[src/rtl/tinyalu_core.sv]
// -----------------------------------------------------------------------------
// tinyalu_core
//
// Responder end of the TinyALU start/done command interface. A command
// (op, A, B) is captured on the first rising edge that sees start=1 while the
// unit is idle. The command is then executed and the registered result is
// returned together with a one-cycle done pulse.
//
// Handshake: the requester raises start with a stable op/A/B and holds start
// high until it sees done=1. The unit captures op/A/B on the first edge that
// samples start=1 in IDLE. done is high for exactly one cycle per captured
// command. After that the unit waits for start to be seen low before it
// accepts another command, so a held start never re-triggers.
//
// Ports
//   clk          in   1         system clock, rising edge
//   reset_n      in   1         asynchronous active-low reset
//   A            in   DATA_W    operand A, unsigned
//   B            in   DATA_W    operand B, unsigned
//   op           in   3         000 no_op, 001 add, 010 and, 011 xor, 100 mul,
//                               101/110/111 reserved (behave as no_op)
//   start        in   1         command request
//   done         out  1         one-cycle completion pulse
//   result       out  2*DATA_W  registered result, holds after done
//   dbg_state_o  out  2         current FSM state (debug observation only)
//
// Timing, with capture at edge k:
//   single-cycle ops  done/result at edge k+1
//   mul               done/result at edge k+MUL_LATENCY
// The FSM sits in DONE during the cycle before the done edge. On that edge
// result and done are written together and the FSM moves on to WAIT_LOW.
// -----------------------------------------------------------------------------
module tinyalu_core #(
    parameter int DATA_W      = 8,
    parameter int MUL_LATENCY = 3    // legal range 2..15
) (
    input  logic                clk,
    input  logic                reset_n,
    input  logic [DATA_W-1:0]   A,
    input  logic [DATA_W-1:0]   B,
    input  logic [2:0]          op,
    input  logic                start,
    output logic                done,
    output logic [2*DATA_W-1:0] result,
    output logic [1:0]          dbg_state_o
);

    localparam int RES_W = 2 * DATA_W;
    localparam int CNT_W = 4;

    typedef enum logic [2:0] {
        OP_NOP = 3'b000,
        OP_ADD = 3'b001,
        OP_AND = 3'b010,
        OP_XOR = 3'b011,
        OP_MUL = 3'b100
    } op_t;

    typedef enum logic [1:0] {
        S_IDLE     = 2'd0,
        S_EXEC     = 2'd1,
        S_DONE     = 2'd2,
        S_WAIT_LOW = 2'd3
    } state_t;

    // -------------------------------------------------------------------------
    // State and datapath registers
    // -------------------------------------------------------------------------
    state_t              state_q,  state_d;
    logic [CNT_W-1:0]    cnt_q,    cnt_d;
    logic [2:0]          op_q,     op_d;
    logic [DATA_W-1:0]   a_q,      a_d;
    logic [DATA_W-1:0]   b_q,      b_d;
    logic [RES_W-1:0]    result_q, result_d;
    logic                done_q,   done_d;

    // Value the ALU would produce for the captured command. For no_op and the
    // reserved opcodes this is the current result, so the result holds.
    logic [RES_W-1:0]    alu_res;

    // -------------------------------------------------------------------------
    // ALU: all operands zero-extended to the full result width first. This
    // keeps the add carry in bit DATA_W and gives the full-width product.
    // -------------------------------------------------------------------------
    always_comb begin
        alu_res = result_q;
        case (op_q)
            OP_ADD:  alu_res = RES_W'(a_q) + RES_W'(b_q);
            OP_AND:  alu_res = RES_W'(a_q & b_q);
            OP_XOR:  alu_res = RES_W'(a_q ^ b_q);
            OP_MUL:  alu_res = RES_W'(a_q) * RES_W'(b_q);
            default: alu_res = result_q;
        endcase
    end

    // -------------------------------------------------------------------------
    // Next-state / datapath logic
    // -------------------------------------------------------------------------
    always_comb begin
        state_d  = state_q;
        cnt_d    = cnt_q;
        op_d     = op_q;
        a_d      = a_q;
        b_d      = b_q;
        result_d = result_q;
        done_d   = 1'b0;

        case (state_q)
            S_IDLE: begin
                if (start) begin
                    // Later changes to op/A/B do not affect this command,
                    // because only these registers are used from here on.
                    op_d = op;
                    a_d  = A;
                    b_d  = B;
                    if (op == OP_MUL) begin
                        // Entering DONE at cnt==1 puts the done edge at
                        // exactly k+MUL_LATENCY.
                        state_d = S_EXEC;
                        cnt_d   = CNT_W'(MUL_LATENCY - 1);
                    end else begin
                        state_d = S_DONE;
                    end
                end
            end

            S_EXEC: begin
                // start is deliberately ignored here: dropping it does not
                // abort the command.
                cnt_d = cnt_q - 1'b1;
                if (cnt_q == CNT_W'(1)) begin
                    state_d = S_DONE;
                end
            end

            S_DONE: begin
                result_d = alu_res;
                done_d   = 1'b1;
                state_d  = S_WAIT_LOW;
            end

            S_WAIT_LOW: begin
                if (!start) begin
                    state_d = S_IDLE;
                end
            end

            default: begin
                state_d = S_IDLE;
            end
        endcase
    end

    // -------------------------------------------------------------------------
    // State register. Reset is asynchronous, so a command in flight is
    // discarded at once and never produces done.
    // -------------------------------------------------------------------------
    always_ff @(posedge clk or negedge reset_n) begin
        if (!reset_n) begin
            state_q  <= S_IDLE;
            cnt_q    <= '0;
            op_q     <= '0;
            a_q      <= '0;
            b_q      <= '0;
            result_q <= '0;
            done_q   <= 1'b0;
        end else begin
            state_q  <= state_d;
            cnt_q    <= cnt_d;
            op_q     <= op_d;
            a_q      <= a_d;
            b_q      <= b_d;
            result_q <= result_d;
            done_q   <= done_d;
        end
    end

    assign done        = done_q;
    assign result      = result_q;
    assign dbg_state_o = state_q;

endmodule

[config.mk]
export PLATFORM = sky130hd
export DESIGN_NAME = tinyalu_core
export DESIGN_NICKNAME = d
export VERILOG_FILES = /design/src/rtl/tinyalu_core.sv
export SDC_FILE = /design/constraint.sdc
export NUM_CORES = 1
export LEC_CHECK = 0
export BUFFER_PORTS_ARGS = -buffer_cell sky130_fd_sc_hd__buf_4
export CORE_ASPECT_RATIO = 0.75
export CORE_MARGIN = 1.5
export CORE_UTILIZATION = 57
export CTS_BUF_LIST = sky130_fd_sc_hd__clkbuf_16
export CTS_CLUSTER_SIZE = 12
export DETAILED_ROUTE_END_ITERATION = 16
export GPL_TIMING_DRIVEN = 0
export PLACE_DENSITY = 0.8
export SKIP_LAST_GASP = 1
export SYNTH_ARGS = -nofsm -noshare
export SYNTH_HDL_FRONTEND = slang
export SYNTH_SLANG_ARGS = --single-unit
[constraint.sdc]
create_clock -name clk -period 5.9 [get_ports clk]
set_clock_uncertainty 0.05 [all_clocks]
set_input_delay 1.18 -clock clk [delete_from_list [all_inputs] [get_ports clk]]
set_output_delay 1.18 -clock clk [all_outputs]
set_load 0.01 [all_outputs]
==> impl_metrics.csv, run 1 <==
group,metric,value,unit
worst_setup_path,cp_max_fo,9,
floorplan,die-area,0.00817,sq mm
detailed_routing,wl,10000,um
cells_and_area,fin_nets,606,
sta,tightest_slew,0.544,ns
synth,synth_area,0.00435,sq mm
synth,netlist_instances,450,
sta,setup_viol,0,
worst_setup_path,setup.worst_path.end_class,"register",
cells_and_area,regArea,0.00105,sq mm
worst_hold_path,holdPathStages,2,
floorplan,die-width,104,um
clock_network,clkTransAtPathRegs,0.07,ns
worst_setup_path,cp.required,6.04,ns
cells_and_area,num_antenna_cells,0,
synth,synth_ff_type,"dfrtp_1",
placement,place.gp.congestion,0.937,
floorplan,row_count,27,
clock_network,clockBufferDepth,2,
global_route,grt_pass1_vias,3495,
worst_hold_path,hold_class,"reg -> reg",
sta,fin_crit_sh,79.6,%
clock_network,ctsResizeCount,0,
global_route,track_usage,26.4,%
placement,port_buffers,40,
clock_network,cts_hold_buf,0,
sta,rsz0062_at_grt,"false",
global_route,grt_overflow,0,
synth,yosys-top-cells-area,"dfrtp_1, fa_1, ha_1",
clock_network,cts_setup_buffers,0,
synth,syn_nets,559,
sta,slew_headroom,63.7,%
cells_and_area,drive_above_1_share,17.3,%
cells_and_area,multi_input_area,0.00302,sq mm
synth,ys_ff_latch,42,
detailed_routing,dr_total_vias,3435,
floorplan,start_util,59.1,%
global_route,antenna_found_initial,0,
synth,synth_top_cell_by_area,"dfrtp_1",
global_route,grt_first_pass_wirelength,17100,um
sta,fin_tns_setup,0,ns
sta,slew_viol_final,0,
clock_network,cts_buffers,5,
synth,synth-edff-count,0,
synth,ys_seq_area_share,24.2,%
synth,ys_types,51,
synth,syn_area_per_cell,9.67,sq um
detailed_routing,drt-wirelength-per-cell,16.7,um
sta,fin_crit,4.69,ns
flow_run,maxCapViolations,0,
worst_setup_path,critPathKind,"reg -> reg",
worst_setup_path,cp.arrival,4.83,ns
floorplan,die_h,78.7,um
clock_network,cts_tree,"done",
detailed_routing,viasPerCell,5.73,
synth,yosysTopAreaCellShare,24.2,%
run_status,outcome,"finished clean",
synth,synth.most_common_cell,"inv_1",
global_route,grt_max_degree,43,
floorplan,core,0.00736,sq mm
detailed_routing,dr.pass1.iters,5,
detailed_routing,drt_iter0_markers,209,
placement,dp_hpwl,7590,um
worst_setup_path,r2r_cells,13,
clock_network,cts-htree-levels,2,
cells_and_area,final.fill_count,609,
sta,fmax,0.213,GHz
cells_and_area,final_cells,599,
synth,synthTopCellsByCount,"inv_1, ha_1, and2_1",
cells_and_area,fin_util,67.2,%
cells_and_area,syn2layout_area_growth,13.7,%
synth,ys_warn_count,0,
synth,synthArstFlopShare,100,%
worst_setup_path,worstSetupStartpointType,"register",
sta,hold_viol,0,
detailed_routing,drc,0,
placement,place_inst,591,
clock_network,clk_latency,0.29,ns
detailed_routing,antenna_left,0,
clock_network,cts_sinks,42,
floorplan,ios,41,
clock_network,root_buffer,"clkbuf_16",
per-layer routing:
| metal | GRT usage (%) | wire length, um | up-vias |
|---|---|---|---|
| met3 | 5.40 | 607 | 11 |
| met1 | 34.9 | 4320 | 1708 |
| met4 | 5.97 | 106 | 0 |
| met5 | 0 | 0 | - |
| li1 | - | - | 1617 |
| met2 | 45.3 | 4990 | 99 |
worst max-delay path: stages (launching register included):
cell and delay, ns:
dfrtp_1 0.58, ha_1 0.42, fa_1 0.47, fa_1 0.48, fa_1 0.57, inv_1 0.06, fa_1 0.53, inv_1 0.05
ha_1 0.35, nand2_1 0.08, a21boi_0 0.30, nand3_1 0.18, and4_1 0.25, o31ai_1 0.22
worst paths after layout:
path,from,end,slack [ns]
max,b_q[4]$_DFFE_PN0P_,result[14]$_DFFE_PN0P_,1.21
min,result[10]$_DFFE_PN0P_,result[10]$_DFFE_PN0P_,0.42
max reg2reg,b_q[4]$_DFFE_PN0P_,result[14]$_DFFE_PN0P_,1.21
min reg2reg,result[10]$_DFFE_PN0P_,result[10]$_DFFE_PN0P_,0.42
max in group asynchronous,reset_n,a_q[2]$_DFFE_PN0P_,4.61
min in group asynchronous,reset_n,result[0]$_DFFE_PN0P_,0.82
placed cells by master (no fill, tap or decap), types with 4 or more instances in the layout:
cell type  count
a21o_1         5
a21oi_1       22
and2_1        47
buf_2          7
buf_4         41
clkbuf_16      5
dfrtp_1       42
fa_1          37
ha_1          50
inv_1         61
mux2_2        20
mux2i_1        6
nand2_1       39
nor2_1        15
nor4_1         4
o211ai_1       4
o21ai_0       16
o31a_1         4
o31ai_1        8
xnor2_1        6
xor2_1         7
registers in the layout, summed over array words and instances (netlist names):
register,count
a_q,8
result,16
dbg_state_o,2
b_q,8
cnt_q,4
op_q,3
done,1
kinds of logic after synthesis:
kind of cell	Yosys count	share of synthesized area, %
buf+inv	70	6.50
simple gates	126	15.8
flops	42	24.2
xor+xnor	13	2.62
fa+ha+maj	87	31.4
mux	26	6.56
compound gates	86	13.0
area by class of cell:
| class | count | area share [%] |
|---|---|---|
| flip-flops and latches | 42 | 21.2 |
| plain buffers | 9 | 1.09 |
| multi-input cells | 338 | 61.0 |
| inverters | 61 | 4.63 |
| repair buffers | 40 | 6.07 |
| clock buffers | 5 | 2.53 |
| well taps | 101 | 2.55 |
| clock inverters | 3 | 0.885 |
metrics by stage:
stage	setup WS (ns)	hold WS (ns)	area, sq um
after floorplan	1.76	0.455	4350
after CTS	1.24	0.422	4950
after global routing	0.997	0.466	4950
after global placement	1.38	0.403	4780
final	1.21	0.420	4950
after detailed placement	1.31	0.409	4780
Power of run 1 is left out: the tool's default activity adds up to more than one toggle a clock period on the data nets, which glitch-free logic cannot reach.
==> run 2, diff against run 1 <==
clock period = 4.6 ns   (was 5.9 ns; I/O delays follow)
==> run 2 against run 1 <==
  * Sequential share of layout area decreased by 0.36 points
  * Global-route usage barely moved
  * Clock-buffer cell count unchanged
  * Maximum frequency grew 5.6%
  * Cell count grew 2.7%
  * Critical path type unchanged
==> impl_metrics.csv, run 2 (synthesized netlist as in run 1, its figures left out) <==
group,metric,value,unit
placement,pre_cts_ws,0.00779,ns
sta,fmax,0.225,GHz
detailed_routing,dr.pass1.iters,4,
sta,fin_crit_sh,96.6,%
placement,dpl_cell_area,0.00478,sq mm
sta,rsz0062_at_grt,"true",
detailed_routing,drc,0,
cells_and_area,final.fill_count,587,
detailed_routing,drt-wirelength-per-cell,17.0,um
worst_setup_path,setup.worst_path.end_class,"register",
floorplan,row_count,27,
cells_and_area,layout_common_cells,"inv_1, buf_4, ha_1",
global_route,use_met1,34.8,%
sta,fin_crit,4.44,ns
flow_run,maxCapViolations,0,
floorplan,ios,41,
sta,hold_viol,0,
worst_hold_path,hold_class,"reg -> reg",
sta,setup_slack,0.157,ns
clock_network,clk_latency,0.29,ns
worst_setup_path,critPathKind,"reg -> reg",
worst_setup_path,cp.required,4.74,ns
sta,slew_viol_final,0,
worst_setup_path,path_cells,"ha_2, fa_1, fa_1, fa_1, inv_1, fa_1, inv_1, ha_1, o211ai_1, o211ai_1, nand3_1, and4_1, o31ai_2",
placement,place.gp.congestion,0.937,
floorplan,core,0.00736,sq mm
global_route,top_usage_layer,"met2",
placement,place_inst,591,
global_route,grt_overflow,0,
cells_and_area,fin_nets,622,
cells_and_area,syn2layout_area_growth,17.3,%
global_route,grt_max_degree,43,
cells_and_area,largest_reg_flops,16,
detailed_routing,dr_total_vias,3536,
worst_setup_path,cp_common_cell,"fa_1",
worst_setup_path,slowest_stage,"fa_1",
detailed_routing,antenna_left,0,
clock_network,cts_buffers,5,
global_route,grt_first_pass_wirelength,17100,um
floorplan,die-width,104,um
global_route,track_usage,26.4,%
cells_and_area,final_common_cell,"inv_1",
global_route,antenna_found_initial,0,
detailed_routing,viasPerCell,5.75,
sta,tightest_slew,0.567,ns
detailed_routing,wl,10400,um
floorplan,die-area,0.00817,sq mm
sta,slew_headroom,62.2,%
placement,dp_hpwl,7590,um
cells_and_area,final_cells,615,
worst_setup_path,critPathMaxStageDelay,0.56,ns
cells_and_area,num_antenna_cells,0,
global_route,use_met3,5.40,%
worst_setup_path,reg2reg_slack,0.16,ns
clock_network,cts-htree-levels,2,
run_status,outcome,"finished clean",
cells_and_area,final_area,0.00510,sq mm
clock_network,cts_tree,"done",
clock_network,cts_sinks,42,
placement,port_buffers,40,
clock_network,cts_hold_buf,0,
worst_setup_path,cp.arrival,4.59,ns
global_route,grt_pass1_vias,3495,
worst_setup_path,worstSetupStartpointType,"register",
sta,setup_viol,0,
floorplan,die_h,78.7,um
floorplan,start_util,59.1,%
clock_network,root_buffer,"clkbuf_16",
detailed_routing,drt_iter0_markers,194,
worst_setup_path,cp_num_buf_inv,2,
cells_and_area,drive_above_1_share,23.2,%
worst_setup_path,cp_max_fo,7,
clock_network,clkTransAtPathRegs,0.07,ns
clock_network,clockBufferDepth,2,
global_route,gr-usage-met2,45.3,%
worst_setup_path,crit_family,"adder cells",
-- run 2: changes by cell type in the layout (fill, tap and decap cells not counted), sizes merged --
cell	change
buf	+12
clkbuf	+4
-- run 2: tightest hold or removal path, cell delays in order (launching register included) --
cell,delay [ns]
dfrtp_1,0.34
nand2_1,0.05
nand2_1,0.05
-- run 2: final cells by class --
type / count / area (sq um) / share of cell area (%)
plain buffers: 9 / 53.8 / 1.05
clock buffers: 5 / 125 / 2.45
clock inverters: 3 / 43.8 / 0.858
inverters: 61 / 229 / 4.49
multi-input cells: 338 / 3050 / 59.7
flip-flops and latches: 42 / 1070 / 20.9
well taps: 101 / 126 / 2.48
repair buffers: 56 / 410 / 8.04
-- run 2: worst paths after layout --
kind,to,cells past startpoint,start
setup / recovery,result[14]$_DFFE_PN0P_,13,b_q[3]$_DFFE_PN0P_
hold / removal,result[10]$_DFFE_PN0P_,2,result[10]$_DFFE_PN0P_
setup reg to reg,result[14]$_DFFE_PN0P_,13,b_q[3]$_DFFE_PN0P_
hold reg to reg,result[10]$_DFFE_PN0P_,2,result[10]$_DFFE_PN0P_
max in group asynchronous,a_q[5]$_DFFE_PN0P_,1,reset_n
min in group asynchronous,result[0]$_DFFE_PN0P_,1,reset_n
-- run 2: stage by stage --
step           hold WS (ns)  utilization (%)  setup TNS [ns]
3_3_place_gp          0.403             64.9               0
3_5_place_dp          0.409             64.9               0
2_1_floorplan         0.455                -               0
4_1_cts               0.422             67.2               0
6_report              0.421             69.3               0
5_1_grt               0.466             69.3         -0.0375
-- run 2: per-layer routing --
metal  up-vias  share of wire (%)
li1       1650                  -
met1      1747                 43
met2       129                 50
met3        10                6.4
met4         0               0.94
met5         -                  0
-- run 2: repair_timing --
item                       CTS  global route
buffers inserted             0            16
resized for setup            1            18
pin swaps                    0             4
setup endpoints to repair    2             4
Power of run 2 is left out for the same reason.
==> run 3, diff against run 2 <==
CTS_CLUSTER_DIAMETER = 60   (was default)
PLACE_DENSITY = 0.77   (was 0.8)
==> run 3 against run 2 <==
  * Worst setup slack lost 0.0070 ns
  * Maximum frequency fell by 0.16%
  * First-iteration DRC count shrank 31%
  * Wire length decreased by 5.0%
  * Critical path depth unchanged
  * Clock-buffer cell count unchanged
  * Via count fell by 3.8%
  * Critical path type unchanged
==> impl_metrics.csv, run 3 (synthesized netlist as in run 1, its figures left out) <==
group,metric,value,unit
run_status,outcome,"finished clean",
clock_network,cts_hold_buf,0,
global_route,grt_max_degree,43,
clock_network,cts_tree,"done",
floorplan,core,0.00736,sq mm
sta,slew_viol_final,0,
detailed_routing,dr.pass1.iters,4,
worst_setup_path,slowest_stage,"fa_1",
cells_and_area,regArea,0.00107,sq mm
placement,port_buffers,40,
clock_network,root_buffer,"clkbuf_16",
global_route,antenna_found_initial,0,
detailed_routing,antenna_left,0,
floorplan,die-area,0.00817,sq mm
clock_network,cts_sinks,42,
worst_setup_path,cp.arrival,4.61,ns
sta,fin_crit,4.45,ns
detailed_routing,drt_iter0_markers,134,
floorplan,start_util,59.1,%
placement,dp_hpwl,7720,um
cells_and_area,drive_above_1_share,21.0,%
sta,fin_crit_sh,96.7,%
floorplan,die-width,104,um
floorplan,die_h,78.7,um
global_route,grt_overflow,0,
worst_setup_path,cp_common_cell,"fa_1",
cells_and_area,largest_reg_flops,16,
worst_setup_path,worstSetupStartpointType,"register",
cells_and_area,syn2layout_area_growth,14.8,%
cells_and_area,multi_input_area,0.00306,sq mm
global_route,grt_pass1_vias,3433,
sta,fmax,0.225,GHz
clock_network,clk_latency,0.29,ns
global_route,track_usage,25.6,%
sta,setup_viol,0,
sta,hold_viol,0,
sta,tightest_slew,0.541,ns
flow_run,maxCapViolations,0,
cells_and_area,num_antenna_cells,0,
cells_and_area,final_common_cell,"inv_1",
clock_network,cts_buffers,5,
clock_network,clkTransAtPathRegs,0.07,ns
placement,place.gp.congestion,0.926,
clock_network,clockBufferDepth,2,
worst_setup_path,critPathKind,"reg -> reg",
global_route,grt_first_pass_wirelength,16500,um
sta,slew_headroom,63.9,%
cells_and_area,layout_common_cells,"inv_1, ha_1, and2_1",
clock_network,cts-htree-levels,2,
floorplan,ios,41,
detailed_routing,wl,9910,um
detailed_routing,drt-wirelength-per-cell,16.5,um
worst_setup_path,path_cells,"ha_4, fa_1, fa_1, fa_1, inv_1, fa_1, inv_1, ha_1, o211ai_1, o211ai_1, a41oi_2, xor2_1, o21ai_0",
worst_setup_path,cp.required,4.76,ns
cells_and_area,fin_nets,609,
floorplan,row_count,27,
detailed_routing,dr_total_vias,3403,
sta,fin_tns_setup,0,ns
detailed_routing,drc,0,
worst_hold_path,hold_class,"reg -> reg",
cells_and_area,final.fill_count,632,
worst_setup_path,cp_max_fo,9,
worst_setup_path,setup.worst_path.end_class,"register",
detailed_routing,viasPerCell,5.65,
sta,rsz0062_at_grt,"true",
worst_setup_path,critPathMaxStageDelay,0.57,ns
-- run 3: cell type report --
cell class | instances | area share (%)
repair buffers | 43 | 6.46
well taps | 101 | 2.53
clock inverters | 3 | 0.351
clock buffers | 5 | 2.50
flip-flops and latches | 42 | 21.3
multi-input cells | 338 | 61.2
plain buffers | 9 | 1.08
inverters | 61 | 4.58
-- run 3: path summary, 6_finish.rpt --
path / startpoint / end / slack, ns / depth (start not counted)
setup / recovery: a_q[4]$_DFFE_PN0P_ / result[13]$_DFFE_PN0P_ / 0.15 / 13
hold / removal: result[10]$_DFFE_PN0P_ / result[10]$_DFFE_PN0P_ / 0.42 / 2
setup reg to reg: a_q[4]$_DFFE_PN0P_ / result[13]$_DFFE_PN0P_ / 0.15 / 13
hold reg to reg: result[10]$_DFFE_PN0P_ / result[10]$_DFFE_PN0P_ / 0.42 / 2
max in group asynchronous: reset_n / b_q[7]$_DFFE_PN0P_ / 3.53 / 1
min in group asynchronous: reset_n / result[1]$_DFFE_PN0P_ / 0.56 / 1
-- run 3: through the flow --
step           area, sq um  util [%]  worst slack [ns]  std cells  hold slack, ns
4_1_cts               4920      66.9           0.00502        599           0.423
6_report              5000      67.8             0.150        602           0.418
2_1_floorplan         4350         -             0.459        450           0.455
3_3_place_gp          4780      64.9            0.0779        591           0.403
5_1_grt               5000      67.8           -0.0185        602           0.474
3_5_place_dp          4780      64.9           -0.0862        591           0.410
-- run 3: critical path, delay by kind of cell (launching register included) --
kind | cells | cell delay [ns]
AO/OA/AOI/OAI | 4 | 0.85
adder cells (fa/ha/maj) | 6 | 2.68
flip-flops | 1 | 0.51
XOR/XNOR | 1 | 0.17
buffers and inverters | 2 | 0.10
-- run 3: timing repair --
| action | in CTS | in global routing |
|---|---|---|
| setup buffers | 0 | 3 |
| pin swaps | 0 | 5 |
| gates resized for setup | 1 | 19 |
| setup endpoints to repair | 2 | 5 |
-- run 3: per-layer routing --
layer	vias to the layer above	wire (um)	track usage (%)
met3	9	567	3.49
met5	-	0	0
met4	0	72	5.97
met1	1679	4470	34.8
li1	1630	-	-
met2	85	4790	43.9
Power of run 3 is left out for the same reason.
